$ cat config.mk
export PLATFORM = sky130hd
export DESIGN_NAME = cpu_state_regs
export DESIGN_NICKNAME = d
export VERILOG_FILES = /design/src/rtl/cpu_state_regs.sv
export SDC_FILE = /design/constraint.sdc
export NUM_CORES = 1
export LEC_CHECK = 0
export BUFFER_PORTS_ARGS = -buffer_cell sky130_fd_sc_hd__buf_2
export CORE_UTILIZATION = 40
export CTS_BUF_LIST = sky130_fd_sc_hd__clkbuf_4
export DETAILED_ROUTE_END_ITERATION = 8
export PLACE_DENSITY = 0.67
export SLEW_MARGIN = 10
export SYNTH_ARGS = -nofsm -noshare
export SYNTH_HDL_FRONTEND = slang
export SYNTH_SLANG_ARGS = --single-unit
export TNS_END_PERCENT = 20
$ cat constraint.sdc
create_clock -name clk -period 4.1 [get_ports clk]
set_clock_uncertainty 0.1 [all_clocks]
set_input_delay 0.82 -clock clk [delete_from_list [all_inputs] [get_ports clk]]
set_output_delay 0.82 -clock clk [all_outputs]
set_load 0.01 [all_outputs]
$ cat src/rtl/cpu_state_regs.sv
// Architectural state of the 4-bit CPU: A, B, OUT, PC and carry flag, plus PC sequencing.
// Optional halt-on-jump-to-self is enabled by defining CPU_STATE_REGS_HALT_EN.
module cpu_state_regs #(
    parameter int WIDTH = 4
) (
    input  logic             clk,
    input  logic             rst_n,
    input  logic             en,
    input  logic             wr,
    input  logic [1:0]       dst,
    input  logic             jnc,
    input  logic [WIDTH-1:0] alu_out,
    input  logic             alu_carry,
    output logic [WIDTH-1:0] reg_a,
    output logic [WIDTH-1:0] reg_b,
    output logic [WIDTH-1:0] out_port,
    output logic [WIDTH-1:0] pc,
    output logic             c_flag,
    output logic             halted
);

    localparam logic [1:0] DST_A   = 2'd0;
    localparam logic [1:0] DST_B   = 2'd1;
    localparam logic [1:0] DST_OUT = 2'd2;
    localparam logic [1:0] DST_PC  = 2'd3;

    logic [WIDTH-1:0] a_q, a_d;
    logic [WIDTH-1:0] b_q, b_d;
    logic [WIDTH-1:0] out_q, out_d;
    logic [WIDTH-1:0] pc_q, pc_d;
    logic             c_q, c_d;
    logic             step;
    logic             taken;

`ifdef CPU_STATE_REGS_HALT_EN
    logic halt_q, halt_d;

    assign step   = en & ~halt_q;
    assign halted = halt_q;
`else
    assign step   = en;
    assign halted = 1'b0;
`endif

    // A conditional write looks at the carry latched before this edge.
    assign taken = wr & (~jnc | ~c_q);

    always_comb begin
        a_d   = a_q;
        b_d   = b_q;
        out_d = out_q;
        pc_d  = pc_q;
        c_d   = c_q;
`ifdef CPU_STATE_REGS_HALT_EN
        halt_d = halt_q;
`endif
        if (step) begin
            pc_d = pc_q + WIDTH'(1);
            if (wr) begin
                c_d = alu_carry;
            end
            if (taken) begin
                case (dst)
                    DST_A:   a_d   = alu_out;
                    DST_B:   b_d   = alu_out;
                    DST_OUT: out_d = alu_out;
                    DST_PC: begin
                        pc_d = alu_out;
`ifdef CPU_STATE_REGS_HALT_EN
                        if (alu_out == pc_q) begin
                            halt_d = 1'b1;
                        end
`endif
                    end
                    default: ;
                endcase
            end
        end
    end

    always_ff @(posedge clk or negedge rst_n) begin
        if (!rst_n) begin
            a_q   <= '0;
            b_q   <= '0;
            out_q <= '0;
            pc_q  <= '0;
            c_q   <= 1'b0;
        end else begin
            a_q   <= a_d;
            b_q   <= b_d;
            out_q <= out_d;
            pc_q  <= pc_d;
            c_q   <= c_d;
        end
    end

`ifdef CPU_STATE_REGS_HALT_EN
    always_ff @(posedge clk or negedge rst_n) begin
        if (!rst_n) begin
            halt_q <= 1'b0;
        end else begin
            halt_q <= halt_d;
        end
    end
`endif

    assign reg_a    = a_q;
    assign reg_b    = b_q;
    assign out_port = out_q;
    assign pc       = pc_q;
    assign c_flag   = c_q;

endmodule

After elaboration in Yosys (flattened, before gate mapping)

Cells that the tools add are included.

Input port bits: 12
Flip-flop bits (word level): 17

Add/sub/neg operators: 1
Mux-type cells: 2
Equal/unequal tests: 3
Bitwise operators: 4
Reductions and logical operators: 5

Operator list:

| operator            | count |
|---|---|
| $reduce_and 3->1    | 3 |
| $mux 4              | 2 |
| $add 4x1->4 const B | 1 |
| $eq 2x2->1 const B  | 2 |
| $eq 2x1->1 const B  | 1 |
| $logic_not 2->1     | 1 |
| $not 1->1           | 2 |
| $reduce_and 2->1    | 1 |
| $and 1x1->1         | 1 |
| $or 1x1->1          | 1 |

Logic depth before layout (Yosys ltp)

Depth in word-level cells: 4
Mapped depth: 4
Depth with buffers taken out: 4

Worst setup path before layout

No wires, ideal clock.

Kind: in2reg
Start point: input port jnc
End point: register out_q[1], in the netlist out_port[1]
Data required time: 3875 ps
Buffers on the path: 1
Arrival time: 1809 ps
Setup slack: 2066 ps
Cell stages on the path: 4
Library setup time: 125 ps
Cells stage by stage: and2_1 > buf_4 > nor4b_4 > mux2_2

Longest elaborated chain between the ends: 4

RTL lines:

| what                       | RTL line | RTL |
|---|---|---|
| from (decl)                | 11       | `input logic jnc,` |
| $not 1->1                  | 46       | `assign taken = wr & (~jnc \| ~c_q);` |
| $or 1x1->1                 | 46       |  |
| $and 1x1->1                | 46       |  |
| $reduce_and 3->1 (no line) | --       |  |
| to (signal assigned)       | 91       | `out_q <= out_d;` |
| to (decl)                  | 29       | `logic [WIDTH-1:0] out_q, out_d;` |

No other way between the ends.
A chain may end at the register's enable or synchronous reset.

Final worst setup path

Start point: input port jnc
End point: register b_q[1], in the netlist reg_b[1]

Longest elaborated chain between the ends: 4

RTL lines:

| what                       | RTL line | RTL |
|---|---|---|
| $not 1->1                  | 46       |  |
| $or 1x1->1                 | 46       |  |
| $and 1x1->1                | 46       |  |
| $reduce_and 3->1 (no line) | --       |  |
| to (signal assigned)       | 84       | `b_q <= '0;` |
| to (signal assigned)       | 90       | `b_q <= b_d;` |
| to (decl)                  | 28       | `logic [WIDTH-1:0] b_q, b_d;` |

No other way between the ends.

==> results.toml <==
[global_routing]
grt.total_usage_pct = 18.0
grt_pass1_vias = 637
grt_max_degree = 18
grt_antenna_before_repair = 0
grt_pass1_wl_um = 2700
grt_overflow = 0

[setup_path]
crit_path_start = "jnc"
worst_setup_path_end_kind = "flop"
cpPeakStageDelay_ns = 0.45
startpoint_type = "primary input"
crit_buf_inv = 1
crit_slowest_cell = "nor4b_4"
crit_chain = "buf_2, and2_1, nor4b_4, mux2_2"
path_max_fanout = 7
r2r_start = "c_flag$_DFFE_PN0P_"
crit_family = "simple AND/OR/NAND/NOR gates"
r2r_slack_ns = 2.38
r2r-end = "reg_b[1]$_DFFE_PN0P_"
worstRegToRegCells = 3
cp_data_arrival_time_ns = 2.03
crit_required_ns = 4.18
worstSetupPathType = "primary input to flop"

[floorplan]
io_pins = 30
fp.dieArea_um2 = 2260
die_h_um = 47.5
fp-row-count = 16
initial_core_util_pct = 42.3
core_area_um2 = 1960
die_x_um = 47.5

[logic_synthesis]
ys_ff_latch = 17
seq_area_frac_synth_pct = 51.3
synthesis.area_um2 = 830
postSynthAreaPerCell_um2 = 13.2
syn_inst = 63
synthesis.nets = 76
yosysUniqueCellTypes = 27
yosysWarnings = 0

[layout]
diodes = 0
nets = 107
area_growth_pct = 22.5
fin_area_um2 = 1020
final_common_cell = "buf_2"
instances_no_fill = 120
mostFrequentLayoutCells = "28 x buf_2, 17 x dfrtp_1, 11 x mux2_2"
drive_gt1_share_pct = 50.5

[cts]
clockBufferDepth = 2
cts_tree = "built"
clk_latency_ns = 0.29
cts_hold_buf = 0
cts.sinks = 17
clk_pin_slew_ns = 0.10
root_buffer = "clkbuf_4"
postCtsSetupBuffers = 0
cts_resized = 0
h-tree-depth = 1
cts_buffers = 3

[sta]
final-setup-viol-count = 0
final_max_slew_viol_count = 0
rsz0062_at_grt = "no"
finalCritPeriodShare_pct = 47.4
max_freq_mhz = 515
finalSetupTns_ns = 0
finalHoldViolCount = 0
fin_crit_ns = 1.94

[drt]
vias_per_cell = 5.23
antenna_left = 0
vias = 628
drc = 0
dr.pass1.iters = 4
totalWireLength_um = 1700
dr.first_iter.drc_count = 3
routedWlPerCell_um = 14.2

[place]
dp.cells = 116
gp_congestion = 0.863
io_buffer_count = 28
postPlaceCellArea_um2 = 988
dpl.hpwl_um = 1280

[power_and_ir_drop]
ir_worst_vdd_v = 0.000262
p_leak_uw = 0.000468
power_density_nw_per_um2 = 499

[min_path]
hp-class = "primary input to asynchronous set/reset pin"

[status]
outcome = "finished clean"

[run]
drv_cap = 0
## kinds of logic after synthesis
kind of cell / share of synthesized area, %
flops: 51.3
simple gates: 17.0
mux: 17.6
compound gates: 9.35
buf+inv: 2.71
fa+ha+maj: 1.51
other cells: 0.452
## cell type report
cell class | count | area [µm²]
clock inverter | 1 | 5.00
timing repair buffer | 28 | 140
inverter | 2 | 7.51
fill | 219 | 946
sequential | 17 | 425
multi-input combinational | 42 | 382
clock buffer | 3 | 22.5
tap | 27 | 33.8
## cells in the mapped netlist
cell | instances | area, µm²
a21oi_1 | 1 | 5.00
a221o_1 | 1 | 10.0
a22oi_1 | 1 | 7.51
a31oi_1 | 2 | 12.5
a41oi_1 | 1 | 8.76
and2_1 | 2 | 12.5
and3_1 | 1 | 6.26
buf_4 | 2 | 15.0
conb_1 | 1 | 3.75
dfrtp_1 | 17 | 425
ha_1 | 1 | 12.5
inv_1 | 2 | 7.51
mux2_1 | 2 | 22.5
mux2_2 | 11 | 124
nand2_1 | 1 | 3.75
nand2_2 | 1 | 6.26
nand2b_1 | 1 | 6.26
nand3_1 | 2 | 10.0
nand3b_1 | 1 | 7.51
nor2_1 | 2 | 7.51
nor2b_1 | 1 | 6.26
nor4_4 | 1 | 21.3
nor4b_4 | 2 | 47.6
o211ai_1 | 2 | 15.0
o21ai_0 | 2 | 10.0
o311ai_0 | 1 | 8.76
or3_1 | 1 | 6.26
## where the power goes
group	internal, µW	switching, µW
Combinational	85.6	84.7
Sequential	215	32.6
Clock	36.3	53.5
## metrics by stage
step	total power (µW)	utilization, %	worst slack [ns]	hold slack [ns]
final	507	51.8	2.16	0.330
after global routing	546	51.8	2.13	0.346
after CTS	515	51.8	2.15	0.341
after detailed placement	423	50.4	1.82	0.376
after global placement	416	50.4	1.84	0.372
after floorplan	345	-	2.07	0.424
## how the worst max path moves through the flow
| stage | depth (start not counted) | end |
|---|---|---|
| 2_1_floorplan | 4 | out_port[1]$_DFFE_PN0P_ |
| 3_3_place_gp | 4 | reg_b[3]$_DFFE_PN0P_ |
| 3_5_place_dp | 4 | reg_b[1]$_DFFE_PN0P_ |
| 4_1_cts | 4 | reg_b[1]$_DFFE_PN0P_ |
| 5_1_grt | 4 | reg_b[3]$_DFFE_PN0P_ |
| 6_report | 4 | reg_b[1]$_DFFE_PN0P_ |
## flip-flops by register name, indices dropped and copies added, names as in the netlist
register	count
c_flag	1
out_port	4
pc	4
reg_a	4
reg_b	4
## per-layer routing
layer | global-route usage (%) | wire length [µm]
met1 | 20.3 | 733
met3 | 3.40 | 93
met2 | 29.9 | 843
met4 | 13.9 | 31
met5 | 0 | 0
(Power assumes the default switching activity.)
